[config.mk]
export PLATFORM = sky130hd
export DESIGN_NAME = mem_access_unit_flat
export DESIGN_NICKNAME = d
export VERILOG_FILES = /design/src/rtl/mem_access_unit_pkg.sv /design/src/rtl/mem_access_unit_if.sv /design/src/rtl/mem_access_unit_lane_align.sv /design/src/rtl/mem_access_unit.sv /design/src/flat_wrapper.sv
export SDC_FILE = /design/constraint.sdc
export NUM_CORES = 1
export LEC_CHECK = 0
export ABC_AREA = 0
export BUFFER_PORTS_ARGS = -buffer_cell sky130_fd_sc_hd__buf_2
export CAP_MARGIN = 25
export CORE_ASPECT_RATIO = 0.6
export CORE_MARGIN = 4
export CORE_UTILIZATION = 50
export CTS_CLUSTER_SIZE = 24
export DETAILED_ROUTE_END_ITERATION = 6
export PLACE_DENSITY = 0.83
export SYNTH_ARGS = -nofsm -noshare
export SYNTH_HDL_FRONTEND = slang
export SYNTH_SLANG_ARGS = --single-unit
[constraint.sdc]
create_clock -name clk -period 6.65 [get_ports clk]
set_clock_uncertainty 0.15 [all_clocks]
set_input_delay 1.33 -clock clk [delete_from_list [all_inputs] [get_ports clk]]
set_output_delay 1.33 -clock clk [all_outputs]
set_load 0.01 [all_outputs]
[src/rtl/mem_access_unit_pkg.sv]
// Shared definitions for the data-memory access unit.
//   - access size encodings (cpu_size)
//   - FSM state encoding (exported on the debug port)
//   - request legality check used by the IDLE state
package mem_access_pkg;

  localparam logic [1:0] SZ_BYTE = 2'b00;
  localparam logic [1:0] SZ_HALF = 2'b01;
  localparam logic [1:0] SZ_WORD = 2'b10;
  localparam logic [1:0] SZ_RSVD = 2'b11;

  typedef enum logic [2:0] {
    IDLE    = 3'd0,
    RD_WAIT = 3'd1,
    MERGE   = 3'd2,
    WRITE   = 3'd3,
    DONE    = 3'd4
  } state_t;

  // A request is rejected without touching memory when it asks for both a
  // load and a store, uses the reserved size, or is not naturally aligned.
  function automatic logic req_illegal(input logic       re,
                                       input logic       we,
                                       input logic [1:0] size,
                                       input logic [1:0] addr_lo);
    return (re && we) ||
           (size == SZ_RSVD) ||
           (size == SZ_WORD && addr_lo != 2'b00) ||
           (size == SZ_HALF && addr_lo[0]);
  endfunction

endpackage

[src/rtl/mem_access_unit_if.sv]
// Bus bundle between the datapath, the access unit and the data memory.
//   cpu_* : request from the single-cycle datapath, result back to it
//   mem_* : word-addressed memory with a MemReady handshake
// Handshake: the datapath holds cpu_re/cpu_we and the request fields stable
// while cpu_stall=1; cpu_done pulses for exactly one cycle with cpu_rdata and
// cpu_err valid. On the memory side mem_A/mem_WD are held by the unit, mem_WE
// is a single-cycle strobe, and mem_ready qualifies mem_RD.
// Modports: master = the access unit, slave = datapath + memory side.
interface mem_access_unit_if;
  logic        cpu_re;
  logic        cpu_we;
  logic [1:0]  cpu_size;
  logic        cpu_unsigned;
  logic [31:0] cpu_addr;
  logic [31:0] cpu_wdata;
  logic [31:0] cpu_rdata;
  logic        cpu_stall;
  logic        cpu_done;
  logic        cpu_err;
  logic [31:0] mem_A;
  logic        mem_WE;
  logic [31:0] mem_WD;
  logic [31:0] mem_RD;
  logic        mem_ready;

  modport master (
    input  cpu_re, cpu_we, cpu_size, cpu_unsigned, cpu_addr, cpu_wdata,
    input  mem_RD, mem_ready,
    output cpu_rdata, cpu_stall, cpu_done, cpu_err,
    output mem_A, mem_WE, mem_WD
  );

  modport slave (
    output cpu_re, cpu_we, cpu_size, cpu_unsigned, cpu_addr, cpu_wdata,
    output mem_RD, mem_ready,
    input  cpu_rdata, cpu_stall, cpu_done, cpu_err,
    input  mem_A, mem_WE, mem_WD
  );
endinterface

[src/rtl/mem_access_unit_lane_align.sv]
// Little-endian lane handling, purely combinational.
//   i_size, i_unsigned, i_lane : access size, extension mode, addr[1:0]
//   i_rd_word                  : word read from memory
//   i_cap_word                 : word captured for a read-modify-write
//   i_wdata                    : right-aligned store data (low half used)
//   o_load_data                : extracted and extended load result
//   o_merge_word               : captured word with the addressed lane replaced
module lane_align
  import mem_access_pkg::*;
(
  input  logic [1:0]  i_size,
  input  logic        i_unsigned,
  input  logic [1:0]  i_lane,
  input  logic [31:0] i_rd_word,
  input  logic [31:0] i_cap_word,
  input  logic [15:0] i_wdata,
  output logic [31:0] o_load_data,
  output logic [31:0] o_merge_word
);

  logic [31:0] w_byte_sh;
  logic [31:0] w_half_sh;
  logic [7:0]  w_byte;
  logic [15:0] w_half;
  logic [31:0] w_byte_mask;
  logic [31:0] w_half_mask;
  logic [31:0] w_byte_ins;
  logic [31:0] w_half_ins;

  assign w_byte_sh   = i_rd_word >> {i_lane, 3'b000};
  assign w_half_sh   = i_rd_word >> {i_lane[1], 4'b0000};
  assign w_byte      = w_byte_sh[7:0];
  assign w_half      = w_half_sh[15:0];
  assign w_byte_mask = 32'h0000_00FF << {i_lane, 3'b000};
  assign w_half_mask = 32'h0000_FFFF << {i_lane[1], 4'b0000};
  assign w_byte_ins  = {24'b0, i_wdata[7:0]} << {i_lane, 3'b000};
  assign w_half_ins  = {16'b0, i_wdata} << {i_lane[1], 4'b0000};

  always_comb begin
    o_load_data  = i_rd_word;
    o_merge_word = i_cap_word;
    case (i_size)
      SZ_BYTE: begin
        o_load_data  = {{24{~i_unsigned & w_byte[7]}}, w_byte};
        o_merge_word = (i_cap_word & ~w_byte_mask) | w_byte_ins;
      end
      SZ_HALF: begin
        o_load_data  = {{16{~i_unsigned & w_half[15]}}, w_half};
        o_merge_word = (i_cap_word & ~w_half_mask) | w_half_ins;
      end
      default: ;
    endcase
  end

endmodule

[src/rtl/mem_access_unit.sv]
// Processor-side initiator for the data memory. Accepts one load/store from
// the datapath, stalls it until the access finishes, and does read-modify-
// write for byte/half stores.
//   clk, rst    : single clock, synchronous active-high reset
//   io_bus      : cpu_* request/result and mem_* memory bus (master view)
//   o_dbg_state : current FSM state
module mem_access_unit
  import mem_access_pkg::*;
#(
  parameter int TIMEOUT = 64,  // max RD_WAIT count before aborting
  parameter int CNT_W   = 7    // 2**CNT_W must exceed TIMEOUT
)(
  input  logic                clk,
  input  logic                rst,
  mem_access_unit_if.master   io_bus,
  output state_t              o_dbg_state
);

  state_t      r_state, w_next;
  logic [CNT_W-1:0] r_cnt;
  logic [31:0] r_addr, r_wd, r_rdata, r_word;
  logic        r_err;

  logic        w_req, w_illegal, w_word_store, w_ready_seen, w_timeout;
  logic [31:0] w_load_data, w_merge_word;

  assign w_req        = io_bus.cpu_re | io_bus.cpu_we;
  assign w_illegal    = req_illegal(io_bus.cpu_re, io_bus.cpu_we,
                                    io_bus.cpu_size, io_bus.cpu_addr[1:0]);
  assign w_word_store = io_bus.cpu_we && (io_bus.cpu_size == SZ_WORD);
  // Count 0 is the first cycle after the address change; a ready still high
  // from the previous access must not be taken as this access's data.
  assign w_ready_seen = (r_cnt != '0) && io_bus.mem_ready;
  assign w_timeout    = (r_cnt == CNT_W'(TIMEOUT));

  lane_align u_lane_align (
    .i_size       (io_bus.cpu_size),
    .i_unsigned   (io_bus.cpu_unsigned),
    .i_lane       (io_bus.cpu_addr[1:0]),
    .i_rd_word    (io_bus.mem_RD),
    .i_cap_word   (r_word),
    .i_wdata      (io_bus.cpu_wdata[15:0]),
    .o_load_data  (w_load_data),
    .o_merge_word (w_merge_word)
  );

  always_ff @(posedge clk) begin
    if (rst) r_state <= IDLE;
    else     r_state <= w_next;
  end

  always_comb begin
    w_next = r_state;
    case (r_state)
      IDLE: begin
        if (w_req) begin
          if (w_illegal)         w_next = DONE;
          else if (w_word_store) w_next = WRITE;
          else                   w_next = RD_WAIT;
        end
      end
      // Ready has priority over the timeout when both land in one cycle.
      RD_WAIT: begin
        if (w_ready_seen)   w_next = io_bus.cpu_we ? MERGE : DONE;
        else if (w_timeout) w_next = DONE;
      end
      MERGE:   w_next = WRITE;
      WRITE:   w_next = DONE;
      DONE:    w_next = IDLE;
      default: w_next = IDLE;
    endcase
  end

  always_ff @(posedge clk) begin
    if (rst) begin
      r_cnt   <= '0;
      r_addr  <= '0;
      r_wd    <= '0;
      r_rdata <= '0;
      r_word  <= '0;
      r_err   <= 1'b0;
    end else begin
      case (r_state)
        IDLE: begin
          if (w_req) begin
            r_rdata <= '0;
            r_err   <= w_illegal;
            // mem_A only moves on an accepted legal request.
            if (!w_illegal) begin
              r_addr <= {io_bus.cpu_addr[31:2], 2'b00};
              r_cnt  <= '0;
              if (w_word_store) r_wd <= io_bus.cpu_wdata;
            end
          end
        end
        RD_WAIT: begin
          r_cnt <= r_cnt + CNT_W'(1);
          if (w_ready_seen) begin
            r_word <= io_bus.mem_RD;
            if (!io_bus.cpu_we) r_rdata <= w_load_data;
          end else if (w_timeout) begin
            r_err   <= 1'b1;
            r_rdata <= '0;
          end
        end
        MERGE:   r_wd <= w_merge_word;
        default: ;
      endcase
    end
  end

  assign io_bus.cpu_stall = (r_state == RD_WAIT) || (r_state == MERGE) ||
                            (r_state == WRITE) || ((r_state == IDLE) && w_req);
  assign io_bus.cpu_done  = (r_state == DONE);
  assign io_bus.cpu_err   = r_err && (r_state == DONE);
  assign io_bus.cpu_rdata = r_rdata;
  assign io_bus.mem_A     = r_addr;
  assign io_bus.mem_WD    = r_wd;
  // Reset in the WRITE cycle suppresses the strobe so memory is not written.
  assign io_bus.mem_WE    = (r_state == WRITE) && !rst;
  assign o_dbg_state      = r_state;

endmodule
[src/flat_wrapper.sv]
// flat-port wrapper written by rule: the top's interface ports become plain ports
module mem_access_unit_flat import mem_access_pkg::*;
#(
  parameter int TIMEOUT = 64,                                      
  parameter int CNT_W   = 7                                   
)
  (clk, rst, o_dbg_state, io_bus_cpu_re, io_bus_cpu_we, io_bus_cpu_size, io_bus_cpu_unsigned, io_bus_cpu_addr, io_bus_cpu_wdata, io_bus_mem_RD, io_bus_mem_ready, io_bus_cpu_rdata, io_bus_cpu_stall, io_bus_cpu_done, io_bus_cpu_err, io_bus_mem_A, io_bus_mem_WE, io_bus_mem_WD);
  mem_access_unit_if io_bus_i ();
  input  logic clk;
  input  logic rst;
  output state_t o_dbg_state;
  input wire logic [$bits(io_bus_i.cpu_re)-1:0] io_bus_cpu_re;
  input wire logic [$bits(io_bus_i.cpu_we)-1:0] io_bus_cpu_we;
  input wire logic [$bits(io_bus_i.cpu_size)-1:0] io_bus_cpu_size;
  input wire logic [$bits(io_bus_i.cpu_unsigned)-1:0] io_bus_cpu_unsigned;
  input wire logic [$bits(io_bus_i.cpu_addr)-1:0] io_bus_cpu_addr;
  input wire logic [$bits(io_bus_i.cpu_wdata)-1:0] io_bus_cpu_wdata;
  input wire logic [$bits(io_bus_i.mem_RD)-1:0] io_bus_mem_RD;
  input wire logic [$bits(io_bus_i.mem_ready)-1:0] io_bus_mem_ready;
  output wire logic [$bits(io_bus_i.cpu_rdata)-1:0] io_bus_cpu_rdata;
  output wire logic [$bits(io_bus_i.cpu_stall)-1:0] io_bus_cpu_stall;
  output wire logic [$bits(io_bus_i.cpu_done)-1:0] io_bus_cpu_done;
  output wire logic [$bits(io_bus_i.cpu_err)-1:0] io_bus_cpu_err;
  output wire logic [$bits(io_bus_i.mem_A)-1:0] io_bus_mem_A;
  output wire logic [$bits(io_bus_i.mem_WE)-1:0] io_bus_mem_WE;
  output wire logic [$bits(io_bus_i.mem_WD)-1:0] io_bus_mem_WD;
  assign io_bus_i.cpu_re = io_bus_cpu_re;
  assign io_bus_i.cpu_we = io_bus_cpu_we;
  assign io_bus_i.cpu_size = io_bus_cpu_size;
  assign io_bus_i.cpu_unsigned = io_bus_cpu_unsigned;
  assign io_bus_i.cpu_addr = io_bus_cpu_addr;
  assign io_bus_i.cpu_wdata = io_bus_cpu_wdata;
  assign io_bus_i.mem_RD = io_bus_mem_RD;
  assign io_bus_i.mem_ready = io_bus_mem_ready;
  assign io_bus_cpu_rdata = io_bus_i.cpu_rdata;
  assign io_bus_cpu_stall = io_bus_i.cpu_stall;
  assign io_bus_cpu_done = io_bus_i.cpu_done;
  assign io_bus_cpu_err = io_bus_i.cpu_err;
  assign io_bus_mem_A = io_bus_i.mem_A;
  assign io_bus_mem_WE = io_bus_i.mem_WE;
  assign io_bus_mem_WD = io_bus_i.mem_WD;
  mem_access_unit #(.TIMEOUT(TIMEOUT), .CNT_W(CNT_W)) u_core (.clk(clk), .rst(rst), .io_bus(io_bus_i), .o_dbg_state(o_dbg_state));
endmodule
; Word level (Yosys, flattened, before mapping)
; Cells that the tools add are included.
[classes]
mux = 25
n_shift = 6
add_sub_neg = 1
bitwise = 11
eq_ne = 15
n_reduce_logical = 28
[ops]
columns = cell, n
row1 = $pmux 32 s2, 4
row2 = $mux 32, 7
row3 = $and 32x32->32, 2
row4 = $not 32->32, 2
row5 = $or 32x32->32, 2
row6 = $shl 16x5->32, 1
row7 = $shl 16x5->32 const A, 1
row8 = $shl 8x5->32, 1
row9 = $shl 8x5->32 const A, 1
row10 = $shr 32x5->16, 1
row11 = $shr 32x5->8, 1
row12 = $mux 3, 5
row13 = $mux 7, 2
row14 = $pmux 7 s2, 1
row15 = $pmux 3 s4, 1
row16 = $reduce_and 4->1, 3
row17 = $logic_and 1x1->1, 8
row18 = $add 7x1->7 const B, 1
row19 = $eq 7x7->1 const B, 1
row20 = $reduce_bool 7->1, 1
row21 = $eq 3x2->1 const B, 2
row22 = $logic_or 1x1->1, 6
row23 = $ne 2x1->1 const B, 3
row24 = $reduce_and 3->1, 2
row25 = 18 further kinds, 27
[word_totals]
output_inout_bits = 103
word_cells = 93
register_bits = 137
inputBits = 104

; Longest topological paths before layout
; Gate-level depths: netlist of run 1.
[logic_depth]
ltp_word = 7
mapped_depth = 8
mapped_depth_nobuf = 6

; Cells and area by module
; Synthesis of run 1 repeated with hierarchy kept, for this count alone.
[unflattened]
hier_cells = 785
area_unflattened_um2 = 7095.6
[by_module_without_submodules]
columns = mod, instances, cells_each, seq_area_each_um2, area_per_inst_um2
row1 = mem_access_unit, 1, 618, 2742.6, 5853.1
row2 = lane_align, 1, 167, 0.0, 1242.4

; Worst setup path after synthesis of run 1
; OpenSTA, ideal clock, no wires.
[synth_timing]
kind = input-to-output
from = input port rst
to = output port io_bus_mem_WE
stages = 3
path_buffers = 2
t_arrival_ns = 2.099
setup_slack_ns = 3.071
path_cell_list = buf_4 clkbuf_1 nor4bb_1
[synth_between]
elab_chain_cells = 2
[synth_rtl]
columns = element, line
row1 = "start, declared", flat_wrapper.sv:10  ; input logic rst;
row2 = $logic_not 1->1, mem_access_unit.sv:120  ; assign io_bus.mem_WE = (r_state == WRITE) && !rst;
row3 = $logic_and 1x1->1, mem_access_unit.sv:120
row4 = "end, declared", flat_wrapper.sv:25  ; output wire logic [$bits(io_bus_i.mem_WE)-1:0] io_bus_mem_WE;
; No other way between the ends.

; Worst setup path after layout of run 1
[layout_timing]
from = input port io_bus_cpu_size[1]
to = register u_core.r_wd[30] (netlist: u_core.io_bus.mem_WD[30])
[layout_between]
elab_chain_cells = 6
[layout_rtl]
columns = element, line
row1 = "start, declared", flat_wrapper.sv:14  ; input wire logic [$bits(io_bus_i.cpu_size)-1:0] io_bus_cpu_size;
row2 = $eq 2x2->1 (on tied branches), "mem_access_unit_pkg.sv:27, mem_access_unit_pkg.sv:28, mem_access_unit.sv:30"
row3 = $logic_or 1x1->1 or $logic_and 1x1->1 (tied branches), "mem_access_unit_pkg.sv:26, mem_access_unit_pkg.sv:28"
row4 = $logic_or 1x1->1, mem_access_unit_pkg.sv:27  ; (size == SZ_RSVD) ||
row5 = $logic_or 1x1->1, mem_access_unit_pkg.sv:28  ; (size == SZ_WORD && addr_lo != 2'b00) ||
row6 = $ne 2x2->1 (no source line), n/a
row7 = $reduce_and 4->1 (no source line), n/a
row8 = "end signal, assigned", mem_access_unit.sv:92  ; if (w_word_store) r_wd <= io_bus.cpu_wdata;
row9 = "end signal, assigned", mem_access_unit.sv:106  ; MERGE: r_wd <= w_merge_word;
row10 = "end, declared", mem_access_unit.sv:21  ; logic [31:0] r_addr, r_wd, r_rdata, r_word;
; Parallel ways exist; a longest one is shown, timed or not.
; A chain may end at the register's enable or synchronous reset.

==> impl_results.md, run 1 <==
* Status: complete, no violations
* Maximum root-to-sink buffer count at 2
* Vias after detailed routing at 6321
* CP required at 6.82 ns
* Diode count at 0
* Clock-pin slew reported for the worst setup and hold paths after clock tree synthesis at 0.06 ns
* Fmax achieved at 259.7 MHz
* Post-layout minimum cycle time at 3.851 ns
* Maximum resistive drop on vdd at 0.1659 mV
* TritonCTS buffer count at 17
* Hold path start: u_core.r_err
* Hold violation total from the final report at 0
* Maximum number of pins on one net before global-route repair at 106
* Switching Power at 518.1 uW
* Aggregate global-route resource usage at 0.2635
* Nets at 981
* Most area-consuming cells after synthesis: dfxtp_1 (42%), mux2i_1 (9.8%), nor2_1 (5.5%)
* Avg Inst Size Synth at 9.295 um^2
* Post-DR wirelength/cell at 19.31 um
* Primary FF master, synth: dfxtp_1
* Slowest library cell on the worst path: o31ai_4
* Start of the worst register-to-register path: u_core.r_cnt[0]
* Share of synthesized flip-flops with an asynchronous set or reset at 0
* Slew at the pin closest to its max-slew limit at 0.9461 ns
* Sequential power share at 0.405
* Sequential cell area fraction in the yosys report at 0.4191
* Power Total at 2.111 mW
* WP data arrival at 4.02 ns
* Number of primary I/O pins at 207
* Vias in the first global route at 5849
* Routability congestion estimate from global placement at 0.9250
* Layout overhead on the synthesized area at 25.54%
* Total global routing overflow at 0
* DP HPWL at 14480 um
* Worst setup slack for register-to-register paths at 3.69 ns
* Number of violations reported at the end of detailed-routing iteration 0 at 583
* Clock tree from TritonCTS: yes
* Starting utilization of the core area at 0.5107
* Vertical die dimension at 96.62 um
* Source-to-sink clock delay at the later pin of the worst-skew pair at 0.42 ns
* Total of cells resized after clock tree synthesis at 0
* Area of the mapped netlist at 6544 um^2
* Fraction of layout cells with a size suffix above 1 at 0.3303
* Endpoint of the worst-slack reg-to-reg timing path: u_core.io_bus.cpu_rdata[0]
* Worst hold path type: flip-flop to flip-flop
* CTS H-Tree Depth at 4
* Slack of the critical path at 2.799 ns
* Total number of yosys warnings at 0
* Placement Setup Slack at 2.421 ns
* Max-slew headroom at 0.3692
* Count of max-cap constraint violations at 0
* Number of synthesized flops with an enable pin at 0
* Crit-path max cell delay at 0.64 ns
* Worst setup SP type: primary input
* Sum Neg Setup Slack at 0 ns
* Final WL at 20410 um
* Wire length of the first global-routing pass at 31720 um
* Clock power share at 0.479
* Endpoint kind of the worst setup timing path: flip-flop
* Final Slew Violations at 0
* Post-synthesis sequential element count at 137
* CTS sink count at 137
* Area enclosed by the die boundary at 15040 um^2
* Number of antenna violations at the first check in global routing at 0
* Hold-critical path depth at 2
* Core Rows at 32
* CP Cell Sequence: buf_2, or4b_1, o31ai_4, nand2b_1, o31ai_1
* Via-to-Cell Ratio at 5.980
* Gate power share at 0.116
* Post-place instance area at 7513 um^2
* Proportion of netlist area held by the largest area contributor at 0.4191
* Leakage Power at 3.922 nW
* Worst-case hold path end point: u_core.r_err
* Distinct cell type count of the synthesized netlist at 61
* First-pass DRT Iterations at 6
* Fraction of the cycle the final worst path needs at 0.5790
* Final setup violation count at 0
* Width of the chip at 155.7 um
* Cell Int Power at 1.593 mW
* Cell at the root of the clock tree: clkbuf_16
* Post-CTS setup buffer count at 0
* Final design area excluding fillers at 8215 um^2
* Port Buf Inserts at 204
* Cell type with the largest total area after synthesis: dfxtp_1
* Number of cells on the worst reg-to-reg path at 6
* Number of instances in the synthesized netlist at 704
* CP Class: primary input to flip-flop
* Antenna viol nets, final at 0
* Fraction of power spent switching nets at 0.2454
* Setup repair after global routing missed its margin: no
* Area of the core at 12810 um^2
* Power per standard cell area at 257.0 nW/um^2
* Fin cells at 1057
* Hold-fix buffers at CTS at 0
* Count of placed standard cells including taps at 1019
* Post-route DRC violation count at 0
* Fillers at 1087
* Largest fanout of any net on the critical path at 38
## layout make-up
cell class / count / area, um^2 / area share
Tap cell: 170 / 212.7 / 0.02589
Multi-Input combinational cell: 486 / 3423 / 0.4167
Clock buffer: 20 / 466.7 / 0.05681
Timing Repair Buffer: 218 / 1144 / 0.1392
Inverter: 15 / 56.30 / 0.006853
Sequential cell: 137 / 2743 / 0.3338
Clock inverter: 11 / 170.2 / 0.02071
## critical path, delay by kind of cell
kind                   cells  cell delay, ns
AOI/OAI and AO/OA          2            1.04
buffers and inverters      1            0.53
and+or+nand+nor            2            1.10
## cells in the final DEF, fill, tap and decap left out, types with 3 or more instances in the layout
cell type,n
nand3b_1,18
a32oi_1,7
buf_2,205
a311oi_1,9
a31oi_1,17
a22o_1,8
buf_4,10
dfxtp_1,137
a21oi_1,19
o21ai_0,15
o31ai_1,20
nor3_1,3
nand3_1,14
nand2_1,24
or4_1,6
o221ai_1,7
a221oi_1,8
a21boi_0,17
nor4bb_1,10
nor2_1,96
nand2b_1,22
a221o_1,7
and2_1,10
nor4b_1,3
clkbuf_8,3
a211oi_1,9
a22o_2,30
mux2i_1,64
inv_1,15
bufinv_16,4
o211ai_1,3
clkbuf_16,17
or3_1,5
clkinvlp_4,3
## worst max path at each step
| stage | startpoint | to | slack (ns) | cells after the start |
|---|---|---|---|---|
| final | io_bus_cpu_size[1] | u_core.io_bus.mem_WD[30] | 2.80 | 5 |
| after global routing | io_bus_cpu_size[1] | u_core.io_bus.mem_WD[20] | 2.61 | 5 |
| after CTS | io_bus_cpu_size[1] | u_core.io_bus.mem_WD[30] | 2.85 | 5 |
| after detailed placement | io_bus_cpu_size[1] | u_core.io_bus.mem_WD[30] | 2.42 | 5 |
| after global placement | io_bus_cpu_size[1] | u_core.io_bus.mem_WD[17] | 2.54 | 5 |
| after floorplan | rst | io_bus_mem_WE | 3.07 | 3 |
## layer usage
metal | wire length [um] | global-route usage | up-vias
met5 | 0 | 0 | -
met4 | 399 | 0.08541 | 0
met3 | 2414 | 0.06840 | 43
met2 | 8474 | 0.3654 | 394
met1 | 9118 | 0.3955 | 2952
li1 | - | - | 2932
## power groups by stage
stage | Clock [mW] | Sequential, mW | Combinational [mW]
after CTS | 1.02 | 0.854 | 0.238
final | 1.01 | 0.855 | 0.245
after floorplan | 0 | 0.876 | 0.146
after detailed placement | 0 | 0.872 | 0.236
after global placement | 0 | 0.871 | 0.233
after global routing | 1.05 | 0.858 | 0.264
## synthesized netlist by cell type, drive strengths merged (15+ instances only)
| cell type | number |
|---|---|
| a21oi | 19 |
| mux2i | 64 |
| o21ai | 16 |
| a21boi | 17 |
| o31ai | 22 |
| a31oi | 18 |
| buf | 22 |
| nand2 | 24 |
| a22o | 38 |
| clkbuf | 45 |
| dfxtp | 137 |
| inv | 15 |
| nand3b | 18 |
| nor2 | 96 |
| nand2b | 22 |
## per-stage QoR
stage | hold WS (ns) | util
after CTS | 0.3255 | 0.6361
final | 0.3223 | 0.6412
after detailed placement | 0.3097 | 0.5864
after floorplan | 0.2791 | -
after global routing | 0.3392 | 0.6412
after global placement | 0.3006 | 0.5856
## flip-flops by register name (all words and copies together) (netlist names)
register                 flops
u_core.io_bus.cpu_rdata     32
u_core.io_bus.mem_A         30
u_core.io_bus.mem_WD        32
u_core.o_dbg_state           3
u_core.r_cnt                 7
u_core.r_err                 1
u_core.r_word               32
## logic make-up (layout without fill, tap and decap cells)
logic type | count (synthesis) | in the layout | synth area share
AND/OR/NAND/NOR | 226 | 226 | 0.1828
AO/OA/AOI/OAI | 189 | 189 | 0.2302
flip-flops | 137 | 137 | 0.4191
buffers and inverters | 82 | 264 | 0.05908
multiplexers | 66 | 66 | 0.1031
adder cells (fa/ha/maj) | 2 | 2 | 0.003823
other | 1 | 2 | 0.0005731
XOR/XNOR | 1 | 1 | 0.001339
Power figures use the tool's default switching activity.
==> run 2, diff against run 1 <==
- clock period: 6.65 -> 3.6 ns (I/O delays scaled with it)
==> run 2 against run 1 <==
Against the previous run: critical path depth rose by 2; non-clock buffer count rose by 4; register-to-register slack got worse by 2.8 ns; die area did not move; combinational power rose by 87%; utilization barely moved; count of clock-buffer cells in the layout rose by 2; worst hold slack got worse by 0.0043 ns; critical path type is now flip-flop to flip-flop; critical endpoint is now u_core.io_bus.cpu_rdata[30]; largest cell class unchanged.
==> impl_results.md, run 2 (synthesis gave the netlist of run 1 again) <==
* Diode count at 0 (unchanged)
* Crit-path max cell delay at 0.57 ns (-0.07 ns)
* Fraction of power spent switching nets at 0.2414 (-0.003997)
* Total global routing overflow at 0 (unchanged)
* Source-to-sink clock delay at the later pin of the worst-skew pair at 0.41 ns (about the same)
* Hold path start: u_core.io_bus.mem_WD[8]
* Hold-fix buffers at CTS at 0 (unchanged)
* Endpoint kind of the worst setup timing path: flip-flop
* Routability congestion estimate from global placement at 0.9061 (-2.0%)
* Fmax achieved at 374.6 MHz
* DP HPWL at 14630 um (+1.1%)
* Clock-pin slew reported for the worst setup and hold paths after clock tree synthesis at 0.06 ns (about the same)
* Post-place instance area at 7601 um^2 (+1.2%)
* Maximum root-to-sink buffer count at 2 (unchanged)
* Start of the worst register-to-register path: u_core.r_cnt[0]
* Hold violation total from the final report at 0 (unchanged)
* Final Core Density at 0.6408 (about the same)
* Status: complete, no violations
* Via-to-Cell Ratio at 5.909 (-1.2%)
* Switching Power at 925.3 uW (+79%)
* Number of violations reported at the end of detailed-routing iteration 0 at 656 (+13%)
* Sequential power share at 0.412 (+0.007)
* Sum Neg Setup Slack at 0 ns (unchanged)
* Maximum resistive drop on vdd at 0.3549 mV (+110%)
* Power per standard cell area at 466.8 nW/um^2 (+82%)
* Highest-count cells in the layout ignoring fill and taps: buf_2 (203), dfxtp_1 (137), nor2_1 (96), mux2i_1 (64), a22o_2 (30)
* Post-DR wirelength/cell at 19.02 um (-1.5%)
* Fin cells at 1061 (+0.38%)
* Nets at 985 (+0.41%)
* Area of the core at 12810 um^2 (unchanged)
* Logic depth of the worst setup path including buffers at 7 (+2)
* Number of primary I/O pins at 207 (unchanged)
* Gate power share at 0.120 (+0.004)
* Total of cells resized after clock tree synthesis at 0 (unchanged)
* Post-CTS setup buffer count at 0 (unchanged)
* Post-route DRC violation count at 0 (unchanged)
* Wire length of the first global-routing pass at 31480 um (-0.74%)
* TritonCTS buffer count at 17 (unchanged)
* Most common library cell in the layout ignoring fill and taps: buf_2
* Cell at the root of the clock tree: clkbuf_16
* Width of the chip at 155.7 um (unchanged)
* CP Class: flip-flop to flip-flop
* Clock power share at 0.469 (-0.010)
* Power Total at 3.833 mW (+82%)
* Post-layout minimum cycle time at 2.670 ns
* Final Slew Violations at 0 (unchanged)
* Placement Setup Slack at 0.5788 ns (-1.843 ns)
* CTS sink count at 137 (unchanged)
* Cell Int Power at 2.907 mW (+83%)
* Vias in the first global route at 5798 (-0.87%)
* Antenna viol nets, final at 0 (unchanged)
* Fraction of layout cells with a size suffix above 1 at 0.3288 (-0.001483)
* CTS H-Tree Depth at 4 (unchanged)
* Aggregate global-route resource usage at 0.2589 (-0.004592)
* Leakage Power at 3.931 nW (+0.23%)
* CP required at 3.81 ns (-3.01 ns)
* Starting utilization of the core area at 0.5107 (unchanged)
* Critical path origin: u_core.r_cnt[0]
* Final design area excluding fillers at 8210 um^2 (about the same)
* Layout overhead on the synthesized area at 25.47% (about the same)
* Count of buffering cells on the critical path with inverters included at 2 (+1)
* Final setup violation count at 0 (unchanged)
* Fraction of the cycle the final worst path needs at 0.7416
* Number of cells on the worst reg-to-reg path at 7 (+1)
* Final WL at 20180 um (-1.1%)
* Number of antenna violations at the first check in global routing at 0 (unchanged)
* Worst hold path type: flip-flop to flip-flop
* Vertical die dimension at 96.62 um (unchanged)
* Largest fanout of any net on the critical path at 31 (-18%)
* Clock tree from TritonCTS: yes
* Max-slew headroom at 0.5112 (+0.1420)
* First-pass DRT Iterations at 5 (-1)
* Vias after detailed routing at 6269 (-0.82%)
* Count of placed standard cells including taps at 1029 (+0.98%)
* Maximum number of pins on one net before global-route repair at 56 (-47%)
* Hold-critical path depth at 2 (unchanged)
* WP data arrival at 2.88 ns (-1.14 ns)
* Setup repair after global routing missed its margin: no
* CP Cell Sequence: inv_1, ha_1, or4b_1, or4b_4, a31oi_4, buf_4, a22o_2
* Final hold slack at 0.3180 ns (-0.004259 ns)
* Core Rows at 32 (unchanged)
* Count of max-cap constraint violations at 0 (unchanged)
* Worst setup SP type: flip-flop
* Top delay family on crit path: simple AND/OR/NAND/NOR gates
* Slew at the pin closest to its max-slew limit at 0.7317 ns (-0.2144 ns)
* Area enclosed by the die boundary at 15040 um^2 (unchanged)
* Slowest library cell on the worst path: or4b_1
* Slack of the critical path at 0.9303 ns (-1.869 ns)
* Port Buf Inserts at 204 (unchanged)
==> run 2: cell types whose count changed in the layout (fill, tap and decap cells not counted), moves of 2 or more <==
cell	change
buf_2	-2
buf_4	+7
clkbuf_1	+4
clkbuf_8	-2
clkinv_2	+2
clkinv_4	-2
clkinvlp_4	-2
==> run 2: routing by layer <==
layer  wire length, um  GRT usage
met5                 0          0
met4               282    0.05716
met3              2439    0.08494
met2              8340     0.3641
met1              9121     0.3846
==> run 2: layout make-up <==
| class | instances | area, um^2 |
|---|---|---|
| clock buffer | 22 | 454.2 |
| timing repair buffer | 222 | 1174 |
| multi-input combinational | 486 | 3423 |
| clock inverter | 9 | 147.6 |
| inverter | 15 | 56.30 |
| sequential | 137 | 2743 |
| fill | 1064 | 4602 |
| tap | 170 | 212.7 |
==> run 2: final timing paths <==
check | to | slack [ns]
max | u_core.io_bus.cpu_rdata[30] | 0.93
max reg2reg | u_core.io_bus.cpu_rdata[30] | 0.93
min | u_core.io_bus.mem_WD[8] | 0.32
min reg2reg | u_core.io_bus.mem_WD[8] | 0.32
==> run 2: worst min-delay path, stage by stage, from the launching register on <==
cell	delay, ns
dfxtp_1	0.31
nand2_1	0.05
a31oi_1	0.06
==> run 2: power by group through the flow <==
| stage | clock (mW) | sequential, mW | combinational [mW] |
|---|---|---|---|
| after floorplan | 0 | 1.62 | 0.270 |
| after global placement | 0 | 1.61 | 0.441 |
| after detailed placement | 0 | 1.61 | 0.448 |
| after CTS | 1.81 | 1.58 | 0.453 |
| after global routing | 1.88 | 1.58 | 0.493 |
| final | 1.80 | 1.58 | 0.458 |
==> run 3, diff against run 2 <==
- CORE_UTILIZATION: 50 -> 46
- PLACE_DENSITY: 0.83 -> 0.8
- clock period: 3.6 -> 2.3 ns (I/O delays scaled with it)
==> run 3 against run 2 <==
Against the previous run: critical path type unchanged; worst setup slack worse by 1.1 ns; total power increased by 61%; non-clock buffer count grew 58; highest routed layer unchanged; critical path depth increased by 3; the run now ends with negative setup slack left; final area grew 9.6%; maximum frequency grew 9.0%; via count grew 5.4%; wire length rose by 10%; final cell count increased by 7.5%; combinational power is 79% higher; register-to-register slack lost 1.1 ns.
==> impl_results.md, run 3 (synthesis gave the netlist of run 1 again) <==
* Area enclosed by the die boundary at 16260 um^2 (+8.1%)
* Post-layout minimum cycle time at 2.450 ns (-0.2194 ns)
* Highest-count cells in the layout ignoring fill and taps: buf_2 (205), dfxtp_1 (134), nor2_1 (95), mux2i_1 (61), buf_4 (55)
* Worst setup slack for register-to-register paths at -0.15 ns (-1.08 ns)
* Fraction of layout cells with a size suffix above 1 at 0.3836 (+0.05472)
* Vertical die dimension at 100.4 um (+3.9%)
* Worst-case hold path end point: u_core.io_bus.mem_A[2]
* Worst hold path type: primary input to flip-flop
* Power per standard cell area at 686.6 nW/um^2 (+47%)
* Fin cells at 1141 (+7.5%)
* Vias in the first global route at 6224 (+7.3%)
* Slack of the critical path at -0.1503 ns (-1.081 ns)
* Hold path start: io_bus_cpu_addr[2]
* Max-slew headroom at 0.6188 (+0.1076)
* Final design area excluding fillers at 8997 um^2 (+9.6%)
* Diode count at 0 (unchanged)
* Maximum root-to-sink buffer count at 2 (unchanged)
* Final Slew Violations at 0 (unchanged)
* Cell at the root of the clock tree: clkbuf_16
* Clock-pin slew reported for the worst setup and hold paths after clock tree synthesis at 0.06 ns (about the same)
* Fraction of the cycle the final worst path needs at 1.065 (+0.3238)
* Maximum number of pins on one net before global-route repair at 107 (+91%)
* Area of the core at 13790 um^2 (+7.6%)
* Final Core Density at 0.6524 (+0.01160)
* CP Class: flip-flop to flip-flop
* Start of the worst register-to-register path: u_core.r_cnt[1]
* Vias after detailed routing at 6606 (+5.4%)
* Leakage Power at 4.345 nW (+11%)
* Setup repair after global routing missed its margin: yes
* Violations in the final reports: negative setup slack
* Final WL at 22230 um (+10%)
* Antenna viol nets, final at 0 (unchanged)
* Hold-critical path depth at 3 (+1)
* Post-DR wirelength/cell at 19.49 um (+2.4%)
* Hold-fix buffers at CTS at 0 (unchanged)
* Total global routing overflow at 0 (unchanged)
* Final setup violation count at 61 (+61)
* WP data arrival at 2.58 ns (-0.30 ns)
* DP HPWL at 15840 um (+8.3%)
* Number of cells on the worst reg-to-reg path at 10 (+3)
* Largest fanout of any net on the critical path at 6 (-81%)
* Layout overhead on the synthesized area at 37.50%
* Wire length of the first global-routing pass at 33550 um (+6.6%)
* Hold violation total from the final report at 0 (unchanged)
* Port Buf Inserts at 204 (unchanged)
* Worst setup SP type: flip-flop
* Aggregate global-route resource usage at 0.2605 (+0.001572)
* First-pass DRT Iterations at 5 (unchanged)
* TritonCTS buffer count at 17 (unchanged)
* CP required at 2.43 ns (-1.38 ns)
* Count of placed standard cells including taps at 1097 (+6.6%)
* Starting utilization of the core area at 0.4745 (-0.03624)
* Core Rows at 33 (+3.1%)
* Endpoint kind of the worst setup timing path: flip-flop
* Routability congestion estimate from global placement at 0.9296 (+2.6%)
* Status: complete, but fails checks
* Number of antenna violations at the first check in global routing at 0 (unchanged)
* Number of primary I/O pins at 207 (unchanged)
* Count of max-cap constraint violations at 0 (unchanged)
* Most common library cell in the layout ignoring fill and taps: buf_2
* Nets at 1043 (+5.9%)
* Via-to-Cell Ratio at 5.790 (-2.0%)
* Fmax achieved at 408.1 MHz (+9.0%)
* Post-route DRC violation count at 0 (unchanged)
* Clock tree from TritonCTS: yes
* Endpoint of the worst-slack reg-to-reg timing path: u_core.r_word[20]
* Width of the chip at 162.0 um (+4.0%)
* Number of violations reported at the end of detailed-routing iteration 0 at 734 (+12%)
* Slew at the pin closest to its max-slew limit at 0.5638 ns (-0.1679 ns)
* Maximum resistive drop on vdd at 0.4771 mV (+34%)
* CTS H-Tree Depth at 4 (unchanged)
* CTS sink count at 137 (unchanged)
* Source-to-sink clock delay at the later pin of the worst-skew pair at 0.41 ns (about the same)
* Post-place instance area at 8065 um^2 (+6.1%)
## run 3: changes by cell type in the layout (fill, tap and decap cells not counted), moves of 4 or more
| cell | delta |
|---|---|
| a22o_2 | -8 |
| a22o_4 | +8 |
| buf_12 | +8 |
| buf_4 | +38 |
| buf_6 | +6 |
| clkinv_2 | -4 |
## run 3: worst max-delay path by stage
| stage | slack, ns | cells after the start | from | endpoint |
|---|---|---|---|---|
| after floorplan | 0.001 | 7 | io_bus_cpu_addr[1] | u_core.io_bus.mem_WD[22] |
| after global placement | -0.19 | 5 | io_bus_cpu_addr[0] | u_core.io_bus.cpu_rdata[9] |
| after detailed placement | -0.23 | 5 | io_bus_cpu_addr[0] | u_core.io_bus.cpu_rdata[26] |
| after CTS | -0.02 | 9 | u_core.r_cnt[0] | u_core.r_word[4] |
| after global routing | -0.19 | 10 | u_core.r_cnt[1] | u_core.r_word[20] |
| final | -0.15 | 10 | u_core.r_cnt[1] | u_core.r_word[20] |
## run 3: critical path: stages, from the launching register on
cell	delay, ns
dfxtp_2	0.32
inv_2	0.07
ha_4	0.12
or4b_4	0.49
buf_6	0.15
o31ai_4	0.24
buf_6	0.16
buf_12	0.15
buf_12	0.14
mux2i_2	0.26
nor2_1	0.07
## run 3: layout make-up
class,count,area [um^2]
Sequential cell,137,2746
Tap cell,192,240.2
Inverter,15,56.30
Timing Repair Buffer,280,1804
Fill cell,1179,4793
Clock buffer,21,450.4
Clock inverter,10,168.9
Multi-Input combinational cell,486,3531
## run 3: routing by layer
metal  GRT usage  routed length, um  vias up
met5           0                  0        -
met1      0.3782              10040     3160
met3     0.06689               2431       34
met4     0.06563                290        0
li1            -                  -     3052
met2      0.3876               9466      360
## run 3: power breakdown
part / internal [mW] / total, mW / switching (mW)
registers: 2.43 / 2.47 / 0.0356
logic: 0.357 / 0.819 / 0.462
clock network: 1.85 / 2.89 / 1.05
total: 4.63 / 6.18 / 1.54
## run 3: through the flow
| stage | hold slack, ns | worst slack, ns | setup TNS, ns | power [mW] |
|---|---|---|---|---|
| floorplan | 0.2791 | 0.001153 | 0 | 2.958 |
| global placement | 0.3080 | -0.1882 | -5.706 | 3.286 |
| detailed placement | 0.3140 | -0.2336 | -7.736 | 3.299 |
| CTS | 0.1155 | -0.02360 | -0.4658 | 6.179 |
| global route | 0.1298 | -0.1892 | -7.192 | 6.404 |
| finish | 0.1279 | -0.1503 | -4.067 | 6.177 |
## run 3: timing repair
| action | CTS | global route |
|---|---|---|
| endpoints found under the setup margin | 59 | 62 |
| gates cloned | 1 | 4 |
| buffers inserted | 2 | 5 |
| pin swaps | 1 | 4 |
| gates resized for setup | 5 | 25 |
